## src/rtl/ssd_scan_decoder.sv

```systemverilog
// Receive-side monitor for a seven-segment scan bus: rebuilds 4-digit BCD frames
// from the strobed digit bus and converts each accepted frame to a 14-bit binary value.
module ssd_scan_decoder (
  input  logic        clock,
  input  logic        reset,
  input  logic [3:0]  digit_select,
  input  logic [3:0]  display_out,
  output logic [3:0]  ones_o,
  output logic [3:0]  tens_o,
  output logic [3:0]  hundreds_o,
  output logic [3:0]  thousands_o,
  output logic        frame_valid,
  output logic [13:0] value_o,
  output logic        value_valid,
  output logic        seq_error,
  output logic        bcd_error
);

  typedef enum logic [1:0] {HUNT, GOT1, GOT2, GOT3} state_t;

  state_t      state_q, state_d;
  logic [3:0]  sh0, sh1, sh2;
  logic        legal;
  logic [1:0]  idx;
  logic        ld0, ld1, ld2, frame_ok, bcd_bad, seq_bad;

  // vld_pipe[k] set means conversion step k+1 happens at the next edge
  logic [3:0]  vld_pipe;
  logic [13:0] acc, acc_next;
  logic [3:0]  conv_digit;

  always_comb begin
    legal = 1'b1;
    idx   = 2'd0;
    case (digit_select)
      4'b1110: idx = 2'd0;
      4'b1101: idx = 2'd1;
      4'b1011: idx = 2'd2;
      4'b0111: idx = 2'd3;
      default: legal = 1'b0;
    endcase
  end

  always_comb begin
    state_d  = state_q;
    ld0      = 1'b0;
    ld1      = 1'b0;
    ld2      = 1'b0;
    frame_ok = 1'b0;
    bcd_bad  = 1'b0;
    seq_bad  = 1'b0;
    if (!legal) begin
      seq_bad = 1'b1;
      state_d = HUNT;
    end else if (idx == 2'd0) begin
      // a ones strobe always (re)starts a frame, so a stuck transmitter is silent
      ld0     = 1'b1;
      state_d = GOT1;
    end else begin
      state_d = HUNT;
      if (state_q == GOT1 && idx == 2'd1) begin
        ld1     = 1'b1;
        state_d = GOT2;
      end else if (state_q == GOT2 && idx == 2'd2) begin
        ld2     = 1'b1;
        state_d = GOT3;
      end else if (state_q == GOT3 && idx == 2'd3) begin
        if (sh0 <= 4'd9 && sh1 <= 4'd9 && sh2 <= 4'd9 && display_out <= 4'd9)
          frame_ok = 1'b1;
        else
          bcd_bad = 1'b1;
      end else begin
        seq_bad = 1'b1;
      end
    end
  end

  always_ff @(posedge clock or negedge reset) begin
    if (!reset) begin
      state_q <= HUNT;
      sh0     <= 4'd0;
      sh1     <= 4'd0;
      sh2     <= 4'd0;
    end else begin
      state_q <= state_d;
      if (ld0) sh0 <= display_out;
      if (ld1) sh1 <= display_out;
      if (ld2) sh2 <= display_out;
    end
  end

  always_comb begin
    conv_digit = ones_o;
    if (vld_pipe[0])      conv_digit = thousands_o;
    else if (vld_pipe[1]) conv_digit = hundreds_o;
    else if (vld_pipe[2]) conv_digit = tens_o;
  end

  assign acc_next = (acc << 3) + (acc << 1) + {10'd0, conv_digit};

  // conversion reads the latched digits, so it overlaps capture of the next frame
  always_ff @(posedge clock or negedge reset) begin
    if (!reset) begin
      ones_o      <= 4'd0;
      tens_o      <= 4'd0;
      hundreds_o  <= 4'd0;
      thousands_o <= 4'd0;
      frame_valid <= 1'b0;
      value_o     <= 14'd0;
      value_valid <= 1'b0;
      seq_error   <= 1'b0;
      bcd_error   <= 1'b0;
      vld_pipe    <= 4'd0;
      acc         <= 14'd0;
    end else begin
      frame_valid <= frame_ok;
      seq_error   <= seq_bad;
      bcd_error   <= bcd_bad;
      value_valid <= vld_pipe[3];
      if (vld_pipe[3]) value_o <= acc_next;
      if (frame_ok) begin
        ones_o      <= sh0;
        tens_o      <= sh1;
        hundreds_o  <= sh2;
        thousands_o <= display_out;
        vld_pipe    <= 4'b0001;
        acc         <= 14'd0;
      end else begin
        vld_pipe <= {vld_pipe[2:0], 1'b0};
        if (|vld_pipe) acc <= acc_next;
      end
    end
  end

endmodule

```

## config.mk

```make
export PLATFORM = sky130hd
export DESIGN_NAME = ssd_scan_decoder
export DESIGN_NICKNAME = d
export VERILOG_FILES = /design/src/rtl/ssd_scan_decoder.sv
export SDC_FILE = /design/constraint.sdc
export NUM_CORES = 1
export LEC_CHECK = 0
export BUFFER_PORTS_ARGS = -buffer_cell sky130_fd_sc_hd__buf_2
export CORE_MARGIN = 3
export CORE_UTILIZATION = 52
export CTS_CLUSTER_DIAMETER = 50
export DETAILED_ROUTE_END_ITERATION = 8
export GPL_TIMING_DRIVEN = 0
export PLACE_DENSITY = 0.72
export SYNTH_ARGS = -nofsm -noshare
export SYNTH_HDL_FRONTEND = slang
export SYNTH_SLANG_ARGS = --single-unit
```

## constraint.sdc

```tcl
create_clock -name clock -period 2.9 [get_ports clock]
set_input_delay 0.29 -clock clock [delete_from_list [all_inputs] [get_ports clock]]
set_output_delay 0.29 -clock clock [all_outputs]
set_load 0.1 [all_outputs]
```

== Word-level counts from Yosys, hierarchy flattened ==
Cells that the tools add are included.
Word-level totals
  flip-flop bits (word level): 65
  input bits: 10
  output and inout port bits: 34
  word-level logic and storage cells: 79
Cells by class
  add/subtract/negate cells: 2
  magnitude comparators: 4
  eq/ne operators: 10
  mux-type cells: 38
  reduce and logical (&&, ||, !) cells: 10
Operators by type and width (number)
  2-to-1 mux 1 bit: 27
  2-to-1 mux 13 bit: 2
  less-or-equal comparator 4 bit, second input constant: 4
  2-to-1 mux 4 bit: 4
  adder 14 bit: 1
  adder 14 x 4 -> 14 bit: 1
  equality test 4 bit, second input constant: 3
  equality test 2 bit, second input constant: 4
  2-to-1 mux 2 bit: 4
  OR reduction 4 bit: 2
  logical AND 1 bit: 6
  case mux 2 bit (3 select lines): 1
  equality test 2 x 1 -> 1 bit, second input constant: 2
  equality test 4 x 3 -> 1 bit, second input constant: 1
  logical NOT 2 bit: 1
  nonzero test 2 bit: 1

== Logic depth before layout (Yosys ltp) ==
Gate-level depths: netlist (run 1).
  word-level depth: 11
  depth in mapped cells: 14
  mapped depth without buffers: 13

== Worst setup path before layout (run 1) ==
OpenSTA, ideal clock, no wires.
  kind: reg-to-reg
  start: reg tens_o[3]
  end: reg value_o[13]
  setup time: 0.131 ns
  arrival: 3.280 ns
  required time: 2.769 ns
  slack: -0.511 ns
  cell stages (with the launch flop): 14
  buffers on the path: 0
  clock period less this slack: 3.411 ns
  cell sequence: dfrtp_1 > mux2i_1 > nor2_1 > a21oi_1 > nor2_1 > a21oi_1 > fa_1 > inv_1 > ha_1 > a21o_1 > nand4_1 > a211o_1 > o2111ai_1 > or3b_1
On the way
  word-level cells in the longest chain between the ends: 4
RTL lines
  start, declared: RTL line 9  | output logic [3:0] tens_o,
  start signal, assigned: RTL line 105  | tens_o <= 4'd0;
  start signal, assigned: RTL line 123  | tens_o <= sh1;
  2-to-1 mux 4 bit: RTL line 96  | else if (vld_pipe[2]) conv_digit = tens_o;
  2-to-1 mux 4 bit: RTL line 95  | else if (vld_pipe[1]) conv_digit = hundreds_o;
  2-to-1 mux 4 bit: RTL line 94  | if (vld_pipe[0]) conv_digit = thousands_o;
  adder 14 x 4 -> 14 bit: RTL line 99  | assign acc_next = (acc << 3) + (acc << 1) + {10'd0, conv_digit};
  end signal, assigned: RTL line 120  | if (vld_pipe[3]) value_o <= acc_next;
  end, declared: RTL line 13  | output logic [13:0] value_o,
Every way passes these cells.
A chain may end at the register's enable or synchronous reset.

== Final worst setup path (run 1) ==
  start: reg vld_pipe[2]
  end: reg acc[12]
On the way
  word-level cells in the longest chain between the ends: 6
  elaborated cells between the ends (all ways): 8
  those cells by class: 1 x add/sub; 5 x mux; 2 x reduce/logical
RTL lines
  start, declared: RTL line 28  | logic [3:0] vld_pipe;
  start signal, assigned: RTL line 129  | vld_pipe <= {vld_pipe[2:0], 1'b0};
  2-to-1 mux 4 bit: RTL line 96
  2-to-1 mux 4 bit: RTL line 95
  2-to-1 mux 4 bit: RTL line 94
  adder 14 x 4 -> 14 bit: RTL line 99
  2-to-1 mux 13 bit: RTL line 130  | if (|vld_pipe) acc <= acc_next;
  2-to-1 mux 13 bit: RTL line 121  | if (frame_ok) begin
  end signal, assigned: RTL line 130
  end, declared: RTL line 29  | logic [13:0] acc, acc_next;
Parallel ways exist; a longest one is shown, timed or not. The select of a mux whose other input is x is not followed.

==> reports/summary.txt, run 1 <==
GPL Wtd Cong -> 0.8351
Reg2Reg Depth -> 13
Startpoint types -> flop
Filler cell count -> 494
CP peak stage delay -> 450 ps
PD cells -> 441.8 nW/µm²
Setup Skew -> 9.278 ps
EDFF count, synth -> 0
Clock Latency Late Sink -> 350 ps
Synth Instances -> 315
Share of cells above drive strength 1 -> 40.84%
CP Cell Sequence -> mux2i_1 > nor2_1 > a21oi_1 > nor2_1 > a21oi_2 > fa_1 > buf_4 > fa_2 > nor2b_4 > o211a_4 > o21ai_4 > a211oi_2 > nor4_4
Failing checks -> negative setup slack
Initial antenna violation count -> 0
Post-synthesis sequential area ratio -> 46.56%
CTS Hold Bufs -> 0
GRT Resource Usage Total -> 22.23%
TritonCTS buffer count -> 9
Grt total ovfl -> 0
Slew Limit Fails -> 0
Vias/cell -> 5.839
Vias in the first global route -> 2,695
Crit end category -> flop
Peak supply drop -> 0.0003826 V
Die area -> 7627 µm²
Starting Density -> 53.86%
R2R Setup Slk -> -60 ps
Setup repair after global routing missed its margin -> yes
Worst-path clk slew -> 80 ps
Die height -> 87.33 µm
Max frequency -> 0.3381 GHz
Register area -> 1618 µm²
H-Tree Depth -> 3
Buf+Inv Stages, Crit Path -> 1
Netlist Area Pre-Place -> 3440 µm²
Final setup viols -> 7
Slowest cell on crit path -> fa_1
Place WS -> -289.1 ps
Post-route ant nets -> 0
Yosys warning count -> 0
Crit path kind -> flop to flop
First-pass GRT wire length -> 13.05 mm
Detailed Route Iter0 Violations -> 156
Critical R2R Launch -> vld_pipe[2]$_DFF_PN0_
Layout area overhead -> 23.46%
CTS sink count -> 64
Pwr Total -> 1.876 mW
Crit-path most repeated cell -> nor2_1
IO Count -> 44
Mapped Nets -> 349
Maximum number of pins on one net before global-route repair -> 65
Finished Layout Cells -> 459
Relative slew slack -> 45.54%
#FFs+latches synth -> 64
Multi-input logic area -> 1869 µm²
Fin crit share -> 102.0%
Max Cap Viol -> 0
Fraction of registers with async set/reset -> 100.0%
Worst slew pin tran -> 816.8 ps
Avg Inst Size Synth -> 10.92 µm²
Vias -> 2,680
Worst EP arrival -> 3190 ps
Hpwl dp -> 5.242 mm
Final worst slack -> -58.01 ps
CTS tree -> done
Worst r2r dst -> acc[12]$_DFFE_PN0P_
WL per Instance -> 17.15 µm
Top Family by Delay on Critical Path -> adder cells
Diode count -> 0
Final Hold Viols -> 0
Status -> finished with violations
Clock root buffer -> clkbuf_8
DR DRC count -> 0
CTS max path bufs -> 2
Chip Width -> 87.33 µm
Core Region -> 6386 µm²
# rows -> 29
DRT Wirelength -> 7.871 mm
Cells after DPL -> 435
Critical Path RT -> 3130 ps
Synth unique cells -> 48
Drt first pass iters -> 4
Nets -> 411
PortBufs -> 43
Max Fanout on Critical Path -> 4
HP Class -> input port to asynchronous set/reset pin
Period minus WS final -> 2958 ps
Top_reg_cell synth -> dfrtp_1
Leakage power total -> 2.105 nW
## worst max path at each step
stage / end / cells after the start / start
detailed placement: acc[12]$_DFFE_PN0P_ / 12 / vld_pipe[1]$_DFF_PN0_
floorplan: value_o[13]$_DFFE_PN0P_ / 13 / tens_o[3]$_DFFE_PN0P_
global placement: acc[10]$_DFFE_PN0P_ / 12 / vld_pipe[1]$_DFF_PN0_
CTS: value_o[13]$_DFFE_PN0P_ / 14 / vld_pipe[2]$_DFF_PN0_
finish: acc[12]$_DFFE_PN0P_ / 13 / vld_pipe[2]$_DFF_PN0_
global route: value_o[13]$_DFFE_PN0P_ / 13 / vld_pipe[2]$_DFF_PN0_
## cells in the final DEF (no fill, tap or decap), types with 3 or more instances in the layout
cell,instances
a21oi_1,17
clkinvlp_4,3
nor2b_1,3
buf_4,12
buf_6,5
nand4_1,5
buf_2,44
o21ai_0,10
nor2_1,16
nand3_2,3
a21o_1,5
nand2_1,31
a211oi_1,3
clkbuf_8,9
o31ai_2,3
xnor2_1,3
o21ai_1,3
nor4b_4,3
dfrtp_1,55
nand3_1,6
clkbuf_1,4
ha_1,21
dfrtp_2,7
mux2_2,33
a211o_1,4
inv_1,14
nor4_2,5
mux2i_1,5
a21oi_2,4
## metal layers
| metal | up-vias | share of wire (%) | track usage [%] |
|---|---|---|---|
| met3 | 9 | 4.8 | 5.582 |
| met1 | 1323 | 42 | 27.17 |
| met4 | 0 | 1.4 | 10.74 |
| li1 | 1266 | - | - |
| met5 | - | 0 | 0 |
| met2 | 82 | 52 | 36.51 |
## power by group
part           internal [mW]  switching (mW)
sequential             0.911          0.0127
combinational         0.0361          0.0602
clock                  0.483           0.373
## synthesized netlist by cell type, types with 2 or more instances
library cell	number	share of area (%)
nor4_2	3	1.1
a21o_1	5	1.1
o21a_1	2	0.44
a211o_1	4	1.0
ha_1	22	8.0
nand4_1	5	0.91
mux2i_1	5	1.5
dfrtp_1	64	47
nor2b_1	4	0.73
and3_1	2	0.36
fa_1	2	1.2
nand3_1	9	1.3
a211oi_1	4	0.87
inv_1	15	1.6
nor4b_1	4	1.0
nor4_1	4	0.73
a21oi_1	21	3.1
o211a_1	2	0.58
clkbuf_1	5	0.55
nor2_1	16	1.7
nor3_1	2	0.29
o21ai_0	16	2.3
buf_4	4	0.87
nand2_1	32	3.5
buf_2	2	0.29
buf_6	3	0.98
mux2_2	33	11
o31ai_1	3	0.65
xnor2_1	3	0.76
## sequential cells by signal (all words and copies together), names as in the netlist
| signal | cells |
|---|---|
| value_o | 14 |
| acc | 13 |
| hundreds_o | 4 |
| ones_o | 4 |
| sh0 | 4 |
| sh1 | 4 |
| sh2 | 4 |
| tens_o | 4 |
| thousands_o | 4 |
| vld_pipe | 4 |
| state_q | 2 |
| bcd_error | 1 |
| seq_error | 1 |
| value_valid | 1 |
## cell type report
type                    count  area share, %
flip-flops and latches     64          38.10
well taps                  77          2.269
inverters                  15          1.326
multi-input cells         221          44.02
plain buffers              13          2.033
clock buffers               9          2.917
clock inverters             7          2.269
repair buffers             53          7.071
## cell families (layout without fill, tap and decap cells)
kind of cell,after synthesis,count (layout),synth area share (%)
buffers and inverters,30,97,4.474
multiplexers,38,38,12.26
AND/OR/NAND/NOR,90,90,14.26
XOR/XNOR,4,4,1.019
flip-flops,64,64,46.56
adder cells (fa/ha/maj),24,24,9.167
AO/OA/AOI/OAI,65,65,12.26
## what timing repair did
item                       in CTS  in global routing
setup endpoints to repair      11                 15
pin swaps                      15                 16
buffers inserted                7                  3
gates resized for setup        19                 23
## through the flow
stage	util [%]	hold slack, ps	cell area [µm²]	TNS [ps]
after floorplan	-	-5.591	3456	-207.7
after global placement	58.99	391.9	3767	-1552
after detailed placement	59.03	395.0	3770	-1839
after CTS	64.40	60.90	4113	-775.9
after global routing	66.50	83.78	4247	-2026
final	66.50	24.48	4247	-180.5
No activity file was read; power rests on OpenSTA's default activity.
==> run 2, diff against run 1 <==
- ABC_AREA: default -> 1
- GPL_TIMING_DRIVEN: 0 -> default
- SLEW_MARGIN: default -> 20
==> reports/summary.txt, run 2 <==
Registers with the most flip-flops -> value_o: 14 flops, acc: 13 flops
Vias in the first global route -> 2,706 (+0.41%)
Crit end category -> flop
Setup TNS -> 0 ps (+180.5 ps)
Drt first pass iters -> 4 (unchanged)
Final worst slack -> 287.2 ps (+345.2 ps)
Yosys warning count -> 0 (unchanged)
Filler cell count -> 534 (+8.1%)
Synth unique cells -> 23 (-52%)
EDFF count, synth -> 0 (unchanged)
Worst-path clk slew -> 70 ps (about the same)
Most frequent cells in the layout -> nand2_1 (164), dfrtp_1 (60), inv_1 (47)
Detailed Route Iter0 Violations -> 114 (-27%)
Maximum number of pins on one net before global-route repair -> 65 (unchanged)
Nets -> 502 (+22%)
Fin crit share -> 90.10% (-12 points)
TritonCTS buffer count -> 9 (unchanged)
Clock root buffer -> clkbuf_8
Routed length on met2 -> 3.580 mm (-12%)
Starting Density -> 54.95% (+1.1 points)
Cell taking the most area after synthesis -> dfrtp_1
PortBufs -> 43 (unchanged)
Relative slew slack -> 46.48% (+0.93 points)
Cells after DPL -> 532 (+22%)
Status -> complete, no violations
Slew Limit Fails -> 0 (unchanged)
CP Cell Sequence -> inv_2 > nor2_1 > o31ai_1 > o21ai_1 > fa_1 > fa_2 > inv_1 > nand3_1 > nand2_1 > nand2_1 > nand2_1 > xor2_1 > nand2_1 > nand2_1
GPL Wtd Cong -> 0.8367 (+0.19%)
DR DRC count -> 0 (unchanged)
DRT Wirelength -> 7.352 mm (-6.6%)
Worst slew pin tran -> 802.8 ps (-14.02 ps)
Vias/cell -> 5.113 (-12%)
Met3 WL -> 298 µm (-21%)
Hpwl dp -> 5.395 mm (+2.9%)
CTS max path bufs -> 2 (unchanged)
Post-synthesis sequential area ratio -> 48.08% (+1.5 points)
Startpoint types -> flop
Crit path kind -> flop to flop
Register area -> 1607 µm² (-0.70%)
PD cells -> 504.6 nW/µm² (+14%)
Synth Instances -> 418 (+33%)
Final setup viols -> 0 (-7)
Crit-path most repeated cell -> nand2_1
IO Count -> 44 (unchanged)
Wl on met1 -> 3.280 mm (-0.97%)
Worst EP arrival -> 2890 ps (-300 ps)
Peak supply drop -> 0.0002994 V (-22%)
Max Fanout on Critical Path -> 7 (+3)
CTS sink count -> 64 (unchanged)
Final Hold Viols -> 0 (unchanged)
Buf+Inv Stages, Crit Path -> 2 (+1)
CTS tree -> done
Max frequency -> 0.3827 GHz (+13%)
CP peak stage delay -> 530 ps (+80 ps)
Period minus WS final -> 2613 ps (-345.2 ps)
Place WS -> 173.3 ps (+462.3 ps)
Core Region -> 6061 µm² (-5.1%)
Synth top area share -> 48.08% (+1.5 points)
Max reg flops -> 14 (unchanged)
Setup bufs post-CTS -> 0 (-7)
Die area -> 7401 µm² (-3.0%)
HP Class -> input port to asynchronous set/reset pin
Die height -> 86.03 µm (-1.5%)
Clock Latency Late Sink -> 340 ps (about the same)
Grt total ovfl -> 0 (unchanged)
Fraction of registers with async set/reset -> 100.0% (unchanged)
Top Family by Delay on Critical Path -> adder cells
Vias -> 2,802 (+4.6%)
Multi-input logic area -> 1494 µm² (-20%)
Chip Width -> 86.03 µm (-1.5%)
Avg Inst Size Synth -> 7.968 µm² (-27%)
Commonest non-fill, non-tap cell in the layout -> nand2_1
Top_reg_cell synth -> dfrtp_1
Most common cell in the synthesized netlist -> nand2_1
Initial antenna violation count -> 0 (unchanged)
Finished Layout Cells -> 548 (+19%)
Netlist Area Pre-Place -> 3331 µm² (-3.2%)
#FFs+latches synth -> 64 (unchanged)
Mapped Nets -> 452 (+30%)
Slowest cell on crit path -> fa_1
Layout area overhead -> 16.30%
Setup repair after global routing missed its margin -> no
H-Tree Depth -> 3 (unchanged)
# rows -> 28 (-3.4%)
Max Cap Viol -> 0 (unchanged)
Biggest register -> value_o
GRT Resource Usage Total -> 22.18% (-0.050 points)
Top cells by count, synth -> nand2_1 (164), dfrtp_1 (64), inv_1 (48)
Share of cells above drive strength 1 -> 15.86% (-25 points)
Leakage power total -> 2.287 nW (+8.6%)
Critical Path RT -> 3180 ps (+50 ps)
Diode count -> 0 (unchanged)
Highest routed layer -> met4
Setup Skew -> 4.619 ps (-4.659 ps)
WL per Instance -> 13.42 µm (-22%)
First-pass GRT wire length -> 12.63 mm (-3.2%)
Synth top area cells -> dfrtp_1 (48%), nand2_1 (18%), ha_1 (8.3%)
Post-route ant nets -> 0 (unchanged)
run 2: area by class of cell:
class	instances	area share, %
flip-flops and latches	64	41.47
multi-input cells	296	38.57
repair buffers	45	5.943
inverters	52	5.039
clock buffers	11	3.908
clock inverters	5	2.649
well taps	75	2.422
run 2: final timing paths:
path,startpoint,endpoint,slack [ps],cells past startpoint
hold / removal,reset,value_o[4]$_DFFE_PN0P_,120,2
setup reg to reg,vld_pipe[2]$_DFF_PN0_,value_o[8]$_DFFE_PN0P_,290,14
setup / recovery,vld_pipe[2]$_DFF_PN0_,value_o[8]$_DFFE_PN0P_,290,14
max in group asynchronous,reset,tens_o[3]$_DFFE_PN0P_,2210,2
min in group clock,display_out[0],sh1[0]$_DFFE_PN0P_,260,3
hold reg to reg,sh1[0]$_DFFE_PN0P_,tens_o[0]$_DFFE_PN0P_,480,2
run 2: per-stage QoR:
step,util [%],cell area [µm²],power (mW),hold WS (ps)
5_1_grt,63.91,3874,2.026,166.2
3_5_place_dp,59.68,3617,1.008,460.0
6_report,63.91,3874,1.955,116.0
3_3_place_gp,59.68,3617,1.006,460.9
4_1_cts,63.87,3871,1.970,140.2
2_1_floorplan,-,3336,0.9698,-5.591
run 2: routing by layer:
metal / global-route usage (%) / up-vias
li1: - / 1426
met1: 28.45 / 1308
met2: 35.74 / 51
met3: 4.611 / 17
met4: 10.79 / 0
met5: 0 / -
run 2: where the power goes:
part / switching (mW) / leakage, nW / internal [mW]
Sequential: 0.0122 / 0.861 / 0.909
Clock: 0.349 / 0.126 / 0.616
Combinational: 0.0499 / 1.30 / 0.0180
run 2: what timing repair did:
item	CTS	global route
endpoints found under the setup margin	0	8
gates resized for setup	0	3
endpoints found under the hold margin	0	0
hold buffers	0	0
run 2: cell families after synthesis:
logic type                 after synthesis  synth area share [%]
and+or+nand+nor                        214                 25.69
DFF                                     64                 48.08
buffers and inverters                   58                 7.137
AOI/OAI and AO/OA                       52                 8.039
adders and majority gates               24                 9.466
xor gates and xnor gates                 6                 1.578
==> run 3, diff against run 2 <==
- CORE_MARGIN: 3 -> 4
==> reports/summary.txt, run 3 (synthesized netlist as in run 2, its figures left out) <==
Leakage power total -> 2.295 nW (+0.36%)
TritonCTS buffer count -> 9 (unchanged)
PD cells -> 499.4 nW/µm² (-1.0%)
Final Hold Viols -> 0 (unchanged)
Vias in the first global route -> 2,787 (+3.0%)
Reg2Reg Depth -> 14 (unchanged)
Most frequent cells in the layout -> nand2_1 (164), dfrtp_1 (60), inv_1 (47)
Hpwl dp -> 5.483 mm (+1.6%)
Vias -> 2,814 (+0.43%)
Peak supply drop -> 0.0004111 V (+37%)
Crit-path most repeated cell -> nand2_1
Nets -> 503 (+0.20%)
Share of cells above drive strength 1 -> 16.03% (+0.18 points)
Die area -> 7749 µm² (+4.7%)
Die height -> 88.03 µm (+2.3%)
Commonest non-fill, non-tap cell in the layout -> nand2_1
Diode count -> 0 (unchanged)
GRT Resource Usage Total -> 21.65% (-0.54 points)
CP Cell Sequence -> inv_2 > nor2_1 > o31ai_1 > o21ai_0 > fa_1 > inv_1 > ha_1 > nand3_1 > nand3_1 > nand2_1 > nand2_1 > xor2_1 > nand2_1 > nand2_1
HP Class -> input port to flop
Period minus WS final -> 2659 ps (+46.69 ps)
Setup Skew -> 9.744 ps (+5.125 ps)
First-pass GRT wire length -> 12.72 mm (+0.71%)
DRT Wirelength -> 7.353 mm (about the same)
Final setup viols -> 0 (unchanged)
Register area -> 1607 µm² (unchanged)
Relative slew slack -> 67.45% (+21 points)
Biggest register -> value_o
Hold path cells -> 3
Max frequency -> 0.3760 GHz (-1.8%)
CP peak stage delay -> 570 ps (+40 ps)
Slew Limit Fails -> 0 (unchanged)
CTS sink count -> 64 (unchanged)
Startpoint types -> flop
Crit end category -> flop
Crit path kind -> flop to flop
Placed cell area -> 3630 µm² (+0.35%)
CTS tree -> done
Worst slew pin tran -> 491.7 ps (-311.1 ps)
Fin crit share -> 91.71% (+1.6 points)
Slowest cell on crit path -> fa_1
WL per Instance -> 13.39 µm (-0.17%)
Setup repair after global routing missed its margin -> no
Max reg flops -> 14 (unchanged)
Setup TNS -> 0 ps (unchanged)
GPL Wtd Cong -> 0.8681 (+3.8%)
Starting Density -> 54.95% (unchanged)
DR DRC count -> 0 (unchanged)
IO Count -> 44 (unchanged)
Vias/cell -> 5.126 (+0.25%)
Initial antenna violation count -> 0 (unchanged)
Hold path start -> display_out[0]
Worst EP arrival -> 2890 ps (about the same)
Maximum number of pins on one net before global-route repair -> 53 (-18%)
Layout area overhead -> 17.21%
Status -> complete, no violations
Drt first pass iters -> 4 (unchanged)
Detailed Route Iter0 Violations -> 135 (+18%)
Max Fanout on Critical Path -> 7 (unchanged)
Core Region -> 6061 µm² (unchanged)
H-Tree Depth -> 3 (unchanged)
Hold Path End -> thousands_o[0]$_DFFE_PN0P_
Design area -> 3904 µm² (+0.77%)
Post-route ant nets -> 0 (unchanged)
Chip Width -> 88.03 µm (+2.3%)
PortBufs -> 43 (unchanged)
Registers with the most flip-flops -> value_o: 14 flops, acc: 13 flops
Critical Path RT -> 3130 ps (-50 ps)
Grt total ovfl -> 0 (unchanged)
R2R Setup Slk -> 240 ps (-50 ps)
Multi-input logic area -> 1501 µm² (+0.50%)
CTS max path bufs -> 2 (unchanged)
Critical R2R Launch -> vld_pipe[2]$_DFF_PN0_
Worst r2r dst -> acc[9]$_DFFE_PN0P_
Worst-path clk slew -> 70 ps (about the same)
Clock Latency Late Sink -> 340 ps (about the same)
Max Cap Viol -> 0 (unchanged)
# rows -> 28 (unchanged)
Clock root buffer -> clkbuf_8
Filler cell count -> 524 (-1.9%)
[run 3: worst max-delay path, delay by kind of cell (launching register included)]
kind | cells | cell delay, ps
AND/OR/NAND/NOR | 7 | 570
buffers and inverters | 2 | 180
AO/OA/AOI/OAI | 2 | 340
XOR/XNOR | 1 | 150
flip-flops | 1 | 420
adder cells (fa/ha/maj) | 2 | 870
[run 3: worst max-delay path by stage]
stage	start	end	slack (ps)	depth (start not counted)
floorplan	tens_o[1]$_DFFE_PN0P_	value_o[8]$_DFFE_PN0P_	80	16
global placement	vld_pipe[2]$_DFF_PN0_	value_o[8]$_DFFE_PN0P_	280	14
detailed placement	vld_pipe[2]$_DFF_PN0_	acc[8]$_DFFE_PN0P_	190	14
CTS	vld_pipe[2]$_DFF_PN0_	acc[8]$_DFFE_PN0P_	160	14
global route	vld_pipe[2]$_DFF_PN0_	acc[7]$_DFFE_PN0P_	10	14
finish	vld_pipe[2]$_DFF_PN0_	acc[9]$_DFFE_PN0P_	240	14
[run 3: layout make-up]
cell class / instances / area share [%]
clock inverters: 5 / 2.628
clock buffers: 11 / 3.878
multi-input cells: 296 / 38.46
well taps: 75 / 2.404
flip-flops and latches: 64 / 41.15
inverters: 52 / 5.000
repair buffers: 46 / 6.474
[run 3: what timing repair did]
item / 4_1_cts / 5_1_grt
gates resized for setup: 0 / 3
hold buffers: 1 / 0
endpoints found under the hold margin: 12 / 0
setup endpoints to repair: 0 / 8
buffers inserted: 0 / 0
[run 3: per-stage QoR]
step	util, %	hold WS, ps	setup WS, ps	power [mW]	std cells
2_1_floorplan	-	-5.591	76.93	0.9698	418
3_3_place_gp	59.89	203.6	280.9	1.008	532
3_5_place_dp	59.89	206.0	186.3	1.009	532
4_1_cts	64.24	252.4	163.1	1.970	549
5_1_grt	64.41	277.0	13.70	2.025	549
6_report	64.41	261.0	240.5	1.949	549
[run 3: report_power, final]
group	switching [mW]	leakage, nW	internal (mW)	total (mW)
combinational	0.0499	1.31	0.0208	0.0706
clock	0.342	0.126	0.616	0.958
sequential	0.0113	0.861	0.910	0.921
total	0.403	2.30	1.55	1.95
[run 3: per-layer routing]
metal | track usage, % | wire length, µm | vias to the layer above | share of wire [%]
met5 | 0 | 0 | - | 0
met4 | 10.03 | 141 | 0 | 1.9
met3 | 5.080 | 444 | 13 | 6.0
met2 | 35.62 | 3585 | 74 | 49
met1 | 27.08 | 3183 | 1292 | 43
li1 | - | - | 1435 | -
